--- src/rtl/afisor_multiplexat.sv ---
// afisor_multiplexat
//   Scan controller for a time-multiplexed NUM_DIGITS-digit 7-segment display.
//   A pending buffer captures new digits on load; the displayed word (active)
//   only takes them over at a frame boundary, so a frame is never torn.
//
// Ports
//   clk         system clock, rising edge
//   rst_n       asynchronous active-low reset
//   enable      1 = scan runs, 0 = scan frozen and display dark
//   load        1-cycle strobe, captures data_in into the pending buffer
//   data_in     packed digits, digit i = data_in[4*i+3:4*i]
//   digit_out   nibble of the scanned digit, feeds the shared segment decoder
//   digit_en    one-hot common enable of the scanned digit, all 0 = dark
//   frame_done  1-cycle pulse after the last slot of a frame
//   pending     captured data not yet shown
module afisor_multiplexat #(
  parameter int NUM_DIGITS  = 4,
  parameter int REFRESH_DIV = 1000,
  parameter bit LZS         = 1'b1
) (
  input  logic                    clk,
  input  logic                    rst_n,
  input  logic                    enable,
  input  logic                    load,
  input  logic [4*NUM_DIGITS-1:0] data_in,
  output logic [3:0]              digit_out,
  output logic [NUM_DIGITS-1:0]   digit_en,
  output logic                    frame_done,
  output logic                    pending
);

  localparam int PW = $clog2(REFRESH_DIV);
  localparam int IW = $clog2(NUM_DIGITS);
  localparam logic [PW-1:0] PRESC_LAST = PW'(REFRESH_DIV - 1);
  localparam logic [IW-1:0] IDX_LAST   = IW'(NUM_DIGITS - 1);

  logic [PW-1:0]             r_presc;
  logic [IW-1:0]             r_idx;
  logic [4*NUM_DIGITS-1:0]   r_active;
  logic [4*NUM_DIGITS-1:0]   r_pend_buf;
  logic                      r_pending;
  logic                      r_frame_done;

  logic                      w_tick;
  logic                      w_boundary;
  logic [NUM_DIGITS-1:0]     w_zero_from;
  logic [NUM_DIGITS-1:0]     w_en;
  logic [3:0]                w_digit;

  assign w_tick     = enable && (r_presc == PRESC_LAST);
  assign w_boundary = w_tick && (r_idx == IDX_LAST);

  always_ff @(posedge clk or negedge rst_n) begin
    if (!rst_n) begin
      r_presc      <= '0;
      r_idx        <= '0;
      r_active     <= '0;
      r_pend_buf   <= '0;
      r_pending    <= 1'b0;
      r_frame_done <= 1'b0;
    end else begin
      r_frame_done <= w_boundary;

      if (w_tick) begin
        r_presc <= '0;
        r_idx   <= (r_idx == IDX_LAST) ? '0 : r_idx + IW'(1);
      end else if (enable) begin
        r_presc <= r_presc + PW'(1);
      end

      // Old pending data is applied even if a new load lands on the same
      // edge; the new word then stays pending for the next frame.
      if (w_boundary && r_pending) begin
        r_active <= r_pend_buf;
      end

      if (load) begin
        r_pend_buf <= data_in;
        r_pending  <= 1'b1;
      end else if (w_boundary) begin
        r_pending  <= 1'b0;
      end
    end
  end

  always_comb begin
    logic v_all_zero;
    v_all_zero  = 1'b1;
    w_zero_from = '0;
    w_digit     = '0;
    w_en        = '0;

    // w_zero_from[k]: digits k..NUM_DIGITS-1 of the shown word are all zero
    for (int k = NUM_DIGITS - 1; k >= 0; k--) begin
      v_all_zero     = v_all_zero && (r_active[4*k +: 4] == 4'd0);
      w_zero_from[k] = v_all_zero;
    end

    for (int k = 0; k < NUM_DIGITS; k++) begin
      if (r_idx == IW'(k)) begin
        w_digit = r_active[4*k +: 4];
        // rst_n gating keeps the display dark while reset is held
        if (enable && rst_n && !(LZS && (k > 0) && w_zero_from[k])) begin
          w_en[k] = 1'b1;
        end
      end
    end
  end

  assign digit_out  = w_digit;
  assign digit_en   = w_en;
  assign frame_done = r_frame_done;
  assign pending    = r_pending;

endmodule
--- config.mk ---
export PLATFORM = sky130hd
export DESIGN_NAME = afisor_multiplexat
export DESIGN_NICKNAME = d
export VERILOG_FILES = /design/src/rtl/afisor_multiplexat.sv
export SDC_FILE = /design/constraint.sdc
export NUM_CORES = 1
export LEC_CHECK = 0
export BUFFER_PORTS_ARGS = -buffer_cell sky130_fd_sc_hd__buf_4
export CELL_PAD_IN_SITES_DETAIL_PLACEMENT = 1
export CELL_PAD_IN_SITES_GLOBAL_PLACEMENT = 1
export CORE_UTILIZATION = 49
export DETAILED_ROUTE_END_ITERATION = 8
export GPL_ROUTABILITY_DRIVEN = 0
export HOLD_SLACK_MARGIN = 0.1
export PLACE_DENSITY_LB_ADDON = 0.1
export RECOVER_POWER = 50
export SLEW_MARGIN = 40
export SYNTH_ARGS = -nofsm -noshare
export SYNTH_HDL_FRONTEND = slang
export SYNTH_SLANG_ARGS = --single-unit
--- constraint.sdc ---
create_clock -name clk -period 5.02 [get_ports clk]
set_input_delay 0.502 -clock clk [delete_from_list [all_inputs] [get_ports clk]]
set_output_delay 0.502 -clock clk [all_outputs]
set_load 0.01 [all_outputs]
==> results of run 1 <==
==> state kept, by name, indices dropped and copies added (netlist names) <==
register	flops
r_active	16
r_pend_buf	16
r_presc	10
r_idx	2
frame_done	1
pending	1
==> where the power goes <==
group	leakage (nW)	internal, W	switching, W
clock network	0.0447	0.000101	0.000139
logic	0.482	0.0000409	0.0000385
registers	0.586	0.000403	0.0000410
==> stage by stage <==
step	power, W	worst slack [ns]	std cells
3_3_place_gp	0.0005201	2.631	243
3_5_place_dp	0.0005296	2.653	244
4_1_cts	0.0007662	2.524	252
2_1_floorplan	0.0004896	3.012	172
5_1_grt	0.0007979	2.402	252
6_report	0.0007626	2.516	252
==> worst max path at each step <==
stage / to / slack, ns
after detailed placement: r_active[7]$_DFFE_PN0P_ / 2.65
after CTS: digit_out[3] / 2.52
final: digit_out[0] / 2.52
after global placement: r_active[12]$_DFFE_PN0P_ / 2.63
after floorplan: r_active[10]$_DFFE_PN0P_ / 3.01
after global routing: digit_out[3] / 2.40
==> cell usage in the layout, fill, tap and decap left out, types with 4 or more instances in the layout <==
cell type                  count
sky130_fd_sc_hd__ha_1          5
sky130_fd_sc_hd__nor4_1        6
sky130_fd_sc_hd__mux2_2       34
sky130_fd_sc_hd__nand2_1       8
sky130_fd_sc_hd__inv_1         6
sky130_fd_sc_hd__o21ai_0       6
sky130_fd_sc_hd__dfrtp_1      46
sky130_fd_sc_hd__nand3_1      10
sky130_fd_sc_hd__buf_4        28
sky130_fd_sc_hd__a21oi_1       6
sky130_fd_sc_hd__clkbuf_8      5
sky130_fd_sc_hd__nor2b_1       4
==> final cells by class <==
cell class,instances,area share [%]
sequential,46,46.72
multi-input combinational,112,36.87
timing repair buffer,30,9.142
clock buffer,5,2.793
tap,50,2.539
clock inverter,3,1.016
inverter,6,0.9142
==> cell usage after synthesis <==
master / n
sky130_fd_sc_hd__dfrtp_1: 46
sky130_fd_sc_hd__mux2_2: 34
sky130_fd_sc_hd__nand3_1: 10
sky130_fd_sc_hd__nand2_1: 8
sky130_fd_sc_hd__a21oi_1: 6
sky130_fd_sc_hd__clkbuf_1: 6
sky130_fd_sc_hd__inv_1: 6
sky130_fd_sc_hd__nor4_1: 6
sky130_fd_sc_hd__o21ai_0: 6
sky130_fd_sc_hd__ha_1: 5
sky130_fd_sc_hd__nor2b_1: 4
sky130_fd_sc_hd__a221oi_1: 3
sky130_fd_sc_hd__nand4_1: 3
sky130_fd_sc_hd__nor2_1: 3
sky130_fd_sc_hd__o31ai_1: 3
sky130_fd_sc_hd__or3_1: 3
sky130_fd_sc_hd__a31oi_1: 2
sky130_fd_sc_hd__and3_1: 2
sky130_fd_sc_hd__nand2b_1: 2
sky130_fd_sc_hd__nor4_4: 2
sky130_fd_sc_hd__xnor2_1: 2
sky130_fd_sc_hd__a211oi_1: 1
sky130_fd_sc_hd__a22o_1: 1
sky130_fd_sc_hd__buf_2: 1
sky130_fd_sc_hd__buf_6: 1
sky130_fd_sc_hd__o21ba_2: 1
sky130_fd_sc_hd__o21bai_1: 1
sky130_fd_sc_hd__o22ai_1: 1
sky130_fd_sc_hd__or3b_1: 1
sky130_fd_sc_hd__or4_1: 1
sky130_fd_sc_hd__xor2_1: 1
==> metal layers <==
metal | global-route usage, % | wire length (um) | vias to the layer above
met5 | 0 | 0 | -
met4 | 9.375 | 88 | 0
met3 | 5.574 | 205 | 10
met2 | 40.10 | 2435 | 38
met1 | 31.06 | 2141 | 740
li1 | - | - | 682
==> worst max-delay path: stages, from the launching register on <==
cell and delay, ns:
sky130_fd_sc_hd__dfrtp_1 0.42, sky130_fd_sc_hd__inv_1 0.09, sky130_fd_sc_hd__ha_1 0.30, sky130_fd_sc_hd__nor2b_1 0.12, sky130_fd_sc_hd__a221oi_1 0.45, sky130_fd_sc_hd__o31ai_1 0.15, sky130_fd_sc_hd__buf_4 0.16
==> kinds of logic (layout without fill, tap and decap cells) <==
family / count (synthesis) / after routing / synth area share [%]
AOI/OAI and AO/OA: 25 / 25 / 7.611
xor gates and xnor gates: 3 / 3 / 1.239
adders and majority gates: 5 / 5 / 2.950
buffers and inverters: 14 / 44 / 2.890
muxes: 34 / 34 / 18.05
DFF: 46 / 46 / 54.28
and+or+nand+nor: 45 / 45 / 12.98
==> summary by stage, run 1 <==
Status
The run finished with clean final reports.

CTS
No sink is reached through more buffers than the 2 on the longest clock path. TritonCTS created 5 clock buffers. After clock tree synthesis, the clock-pin slew on the worst setup and hold paths is 0.09 ns. The number of setup buffers added after CTS is 0.

The later pin in the worst-skew pair is clocked with a latency of 0.31 ns. The number of cells upsized or downsized after cts is 0. The root buffer cell is sky130_fd_sc_hd__clkbuf_8. For this design, the sink count on the clock tree is 46.

The number of hold-repair buffers added at the cts stage is 0. The H-tree depth is 2. TritonCTS built the clock tree.

Yosys
Each instance of the synthesized netlist takes up on average 12.33 um2. Synthesis produced 172 cells. The total of flip-flops plus latches after synthesis is 46. The synthesized netlist net count is 197.

In the post-synthesis netlist, the biggest area contributors are sky130_fd_sc_hd__dfrtp_1 54%, sky130_fd_sc_hd__mux2_2 18%, sky130_fd_sc_hd__ha_1 2.9%. The top cell type by area accounts for 54.28% of the synthesized area. The Yosys step of the flow raised 0 warnings.

The fraction of the yosys area taken by sequential cells is 54.28%. The post-synthesis cell type count is 31. The synthesized netlist occupies a cell area of 2121 um2. Summed over all instances, the cell type with the most area after synthesis is sky130_fd_sc_hd__dfrtp_1.

Worst setup path
Of all nets on the critical path, the largest fanout is 7. STA puts the critical path data arrival time at 2.00 ns. The length in cells of the worst reg-to-reg path is 5. The most critical setup path has its startpoint at r_idx[1]$_DFFE_PN0N_. The required time of the worst setup path is 4.52 ns. The worst register-to-register path ends at r_active[6]$_DFFE_PN0P_. The worst register-to-register path begins at r_idx[0]$_DFFE_PN0N_.

The nature of the critical path startpoint is a flip-flop. STA classifies the critical path endpoint as an output pin. The worst setup slack for register-to-register paths is 2.71 ns. The type of the worst setup path is reg2out.

Route
Once detail routing completed, the nets flagged for antenna violations numbered 0. The total number of vias is 1470. The number of iterations in the first detailed-routing pass is 4.

The sum of routed wire length over all layers is 4870 um. Dividing the detail-routed wire length by the instance count gives 19.33 um. The post-detailed-route via-to-cell ratio is 5.833. The post-detailed-route DRC marker count is 0. In this run, the number of DRC markers left after iteration 0 of detailed routing was 94.

Cells and area
Compared with the post-synthesis result, the final layout area differs by 16.17%. Counting the fill cells in the layout gives 452. The final layout contains 226 nets.

The repair_antennas step left the layout with diodes totalling 0. The utilization after layout is 60.29%. The multi-input combinational cells in the finished layout cover a total of 908.4 um2. With fillers left out, the area of the finished cells amounts to 2464 um2. The fraction of final layout cells sized beyond drive strength 1 is 36.63%. Summing all flip-flop and latch instances after layout gives 1151 um2.

STA
The worst path in the final design needs a cycle of 2.504 ns, including I/O delays and setup. Setup violations remaining at the end of the flow were counted as 0. The minimum hold slack is 0.1927 ns. Setup repair after global routing left no endpoint under its margin. The sum of negative setup slack is 0 ns. The final count of hold timing violations is 0. On the final layout, the worst clock skew is 0.005574 ns. Headroom to the max-slew limit came out at 38.20%. The number of pins exceeding their max-slew limit in the final report is 0.

Dividing the final minimum period by the clock period gives 49.89%. The maximum clock frequency is 399.3 MHz. The transition time of the tightest slew-check pin is 0.9270 ns.

Global route
The number of antenna violations at the first check in global routing was 0. Global routing finished with a remaining overflow of 0. The first global-routing pass estimated 7817 um of wire.

The number of global-route vias before repair is 1524. Entering global routing, the biggest net connects 51 pins. Global routing used 24.39% of the available tracks across all layers.

Floorplanning
The die covers 4595 um2. The floorplan step set the die height to 67.79 um. The initial utilization of the core area, before any placement, comes to 51.90%. After floorplanning, the core was sized to cover 4086 um2.

The number of standard-cell rows in the floorplan is 23. The I/O pin count is 30. The die is 67.79 um wide.

Place
The number of I/O port buffers is 29. The half-perimeter wire length of the detailed placement result is 3505 um. After detailed placement, the total cell area comes to 2374 um2.

Run
The tool flagged a number of max-cap violations equal to 0.

Pwr
The highest ir drop seen on vdd is 0.1693 mV. Summed over all cells, the static leakage comes to 1.113 nW. The ratio of total power to cell area is 309.6 nW/um2.

Min path
The tightest min-delay check is of the in2async type.
No activity file was read; power rests on OpenSTA's default activity.
==> inputs of run 2 (changes only) <==
--- a/config.mk
+++ b/config.mk
@@ -8,7 +8,7 @@
 export BUFFER_PORTS_ARGS = -buffer_cell sky130_fd_sc_hd__buf_4
 export CELL_PAD_IN_SITES_DETAIL_PLACEMENT = 1
 export CELL_PAD_IN_SITES_GLOBAL_PLACEMENT = 1
-export CORE_UTILIZATION = 49
+export CORE_UTILIZATION = 45
 export DETAILED_ROUTE_END_ITERATION = 8
 export GPL_ROUTABILITY_DRIVEN = 0
 export HOLD_SLACK_MARGIN = 0.1
==> constraint.sdc (replaced) <==
create_clock -name clk -period 2.35 [get_ports clk]
set_input_delay 0.235 -clock clk [delete_from_list [all_inputs] [get_ports clk]]
set_output_delay 0.235 -clock clk [all_outputs]
set_load 0.01 [all_outputs]
==> summary by stage, run 2 (same netlist as run 1, synthesis figures left out) <==
CTS
The later-pin clock latency in the skew report came to 0.30 ns (was 0.31 ns). The clock tree from TritonCTS is done (unchanged). The total CTS buffers is 5 (unchanged).

The root buffer cell is sky130_fd_sc_hd__clkbuf_8 (unchanged). The number of cells upsized or downsized after cts came to 0 (unchanged). The clock transition at the registers of the reported paths is 0.08 ns (was 0.09 ns).

The number of sinks handled by clock tree synthesis is 46 (unchanged). The buffer depth of the longest clock path came to 2 (unchanged). The H-tree depth is 2 (unchanged).

Route
The final antenna-violating net count came to 0 (unchanged). The average wire per cell in the routed design is 17.44 um (was 19.33 um). The total number of vias is 1463 (was 1470). The sum of routed wire length over all layers is 4500 um (was 4870 um). The iteration-0 DRC count of the detailed router is 70 (was 94). The number of iterations in the first detailed-routing pass is 8 (was 4). The post-detailed-route DRC marker count was 4 (was 0).

The post-detailed-route via-to-cell ratio is 5.671 (was 5.833).

Cells and area
The most common library cell in the layout ignoring fill and taps is sky130_fd_sc_hd__dfrtp_1 (unchanged). The synthesis-to-finish area growth is 17.11% (was 16.17%). Most used cells in the layout excluding fill and tap cells: 46 x sky130_fd_sc_hd__dfrtp_1, 34 x sky130_fd_sc_hd__mux2_2, 31 x sky130_fd_sc_hd__buf_4 (was 46 x sky130_fd_sc_hd__dfrtp_1, 34 x sky130_fd_sc_hd__mux2_2, 28 x sky130_fd_sc_hd__buf_4). The final layout net count is 230 (was 226). The fraction of final layout cells sized beyond drive strength 1 is 36.41% (was 36.63%). The total area of multi-input combinational cells is 908.4 um2 (unchanged).

The diode insertion count for antenna repair is 0 (unchanged). Largest registers: r_active: 16 flops, r_pend_buf: 16 flops, r_presc: 10 flops (unchanged). The flip-flop and latch area came to 1151 um2 (unchanged). The number of filler cells placed in the layout came to 479 (was 452). The utilization after layout is 55.88% (was 60.29%).

Pwr
The combinational fraction of design power is 11.1% (was 10.4%). The power spent charging and discharging nets is 0.0004330 W (was 0.0002182 W). The sequential fraction of design power is 59.2% (was 58.2%). The share of power burned in the clock network came to 29.8% (was 31.4%). The ratio of total power to cell area was 641.8 nW/um2 (was 309.6 nW/um2). The internal power summed over all cells is 0.001161 W (was 0.0005445 W). The net switching fraction of the power is 27.16% (was 28.61%). The cell leakage power is 1.128 nW (was 1.113 nW). The highest ir drop seen on vdd is 0.4363 mV (was 0.1693 mV).

STA
Setup repair after global routing missed its margin: false (unchanged). The clock skew after layout was 0.002929 ns (was 0.005574 ns). The transition time of the tightest slew-check pin is 0.8149 ns (was 0.9270 ns). The final count of hold timing violations is 0 (unchanged). The worst setup margin is 0.1879 ns (was 2.516 ns).

The number of setup violations in the final report is 0 (unchanged). The smallest clock period supported by the final layout is computed as 2.162 ns. The minimum hold slack is 0.1632 ns (was 0.1927 ns). The maximum clock frequency is 462.5 MHz. The number of pins exceeding their max-slew limit in the final report is 0 (unchanged). The worst slew margin relative to its limit is 45.67% (was 38.20%). Dividing the final minimum period by the clock period gives 92.00%. The sum of negative setup slack is 0 ns (unchanged).

Floorplanning
The effective utilization at floorplan came to 47.72% (was 51.90%). The number of standard-cell rows in the floorplan came to 24 (was 23). The die outline area is 4991 um2 (was 4595 um2). The I/O pin count came to 30 (unchanged). The die span in x is 70.65 um (was 67.79 um). The area of the core region is 4444 um2 (was 4086 um2). The height of the chip is 70.65 um (was 67.79 um).

Place
The number of I/O port buffers is 29 (unchanged). The minimum setup slack after placement is 0.3313 ns (was 2.653 ns). The half-perimeter wire length of the detailed placement result is 3286 um (was 3505 um).

Worst setup path
The length in cells of the worst reg-to-reg path is 5 (unchanged). The number of buffer and inverter instances along the worst setup path is 2 (unchanged). The endpoint type of the worst setup path is an output pin (unchanged). The type of the worst setup path is reg2out (unchanged). The delay contributed by the slowest stage of the critical path is 0.41 ns (was 0.45 ns). The slowest stage cell on the critical path is sky130_fd_sc_hd__dfrtp_1 (was sky130_fd_sc_hd__a221oi_1). The number of cells on the critical path is 6 (unchanged). The cell family with the largest share of critical-path delay was compound AO/OA/AOI/OAI gates (unchanged). The nature of the critical path startpoint is a flip-flop (unchanged).

The required time of the worst setup path came to 2.12 ns (was 4.52 ns). The worst path arrival time is 1.93 ns (was 2.00 ns). The largest fanout on the critical path is 7 (unchanged). Cells along the critical path: inv_1, ha_1, nor2b_1, a221oi_1, o31ai_1, buf_4 (unchanged).

Global route
The maximum number of pins on one net before global-route repair came to 37 (was 51). The number of global-route vias before repair was 1544 (was 1524). The global routing's busiest layer is met2 (unchanged). The overall track demand over capacity in global routing is 20.36% (was 24.39%). The met1 layer usage reported by global route is 27.90% (was 31.06%). The global-route wire length before repair is 7810 um (was 7817 um).

The met2 track demand over resource is 33.87% (was 40.10%). The met3 layer usage reported by global route is 3.561% (was 5.574%). The global-route congestion overflow total came to 0 (unchanged).

The number of antenna violations at the first check in global routing is 0 (unchanged).

Min path
The number of stages on the worst hold path is 2. The path class of the lowest-slack min-delay path is in2reg (was in2async).

Status
The final reports fail on design-rule violations. Outcome: complete, but fails checks (was complete, no violations).

Run
The count of maximum capacitance violations is 0 (unchanged).
run 2: cell count changes in the layout (fill, tap and decap cells not counted):
cell,previous run,this run
sky130_fd_sc_hd__clkinv_2,0,1
sky130_fd_sc_hd__clkbuf_1,1,3
sky130_fd_sc_hd__inv_6,1,0
sky130_fd_sc_hd__clkinvlp_4,1,0
sky130_fd_sc_hd__dlygate4sd3_1,0,1
sky130_fd_sc_hd__buf_4,28,31
sky130_fd_sc_hd__buf_6,1,0
run 2: worst paths after layout:
check | slack, ns | end | from
min in group asynchronous | 0.42 | pending$_DFFE_PN0P_ | rst_n
hold reg to reg | 0.51 | r_pend_buf[1]$_DFFE_PN0P_ | r_pend_buf[1]$_DFFE_PN0P_
max in group asynchronous | 0.84 | r_pend_buf[13]$_DFFE_PN0P_ | rst_n
setup reg to reg | 0.31 | r_active[9]$_DFFE_PN0P_ | r_presc[0]$_DFFE_PN0P_
hold / removal | 0.16 | r_pend_buf[11]$_DFFE_PN0P_ | data_in[11]
setup / recovery | 0.19 | digit_out[3] | r_idx[1]$_DFFE_PN0N_
run 2: per-stage QoR:
stage / cell area [um2] / power (W) / instances
floorplan: 2121 / 0.001046 / 172
detailed placement: 2395 / 0.001134 / 249
global route: 2484 / 0.001667 / 258
finish: 2484 / 0.001594 / 258
global placement: 2395 / 0.001112 / 249
CTS: 2491 / 0.001615 / 258
run 2: routing by layer:
layer	vias up	routed length, um
met3	4	119
met1	738	2123
met4	0	41
met2	24	2215
met5	-	0
li1	697	-
run 2: power by group through the flow:
stage | clock, W | sequential, W | combinational [W]
floorplan | 0 | 0.000922 | 0.000124
global placement | 0 | 0.000948 | 0.000163
detailed placement | 0 | 0.000958 | 0.000176
CTS | 0.000492 | 0.000942 | 0.000181
global route | 0.000516 | 0.000953 | 0.000198
finish | 0.000475 | 0.000943 | 0.000176
run 2: layout make-up:
cell class | instances | area share [%]
sequential | 46 | 46.35
multi-input combinational | 112 | 36.57
timing repair buffer | 34 | 10.08
clock buffer | 6 | 2.922
tap | 52 | 2.620
inverter | 6 | 0.9068
clock inverter | 2 | 0.5542
run 2: what timing repair did:
item	4_1_cts	5_1_grt
hold buffers	1	0
setup endpoints to repair	0	0
setup buffers	0	0
hold endpoints to repair	31	0
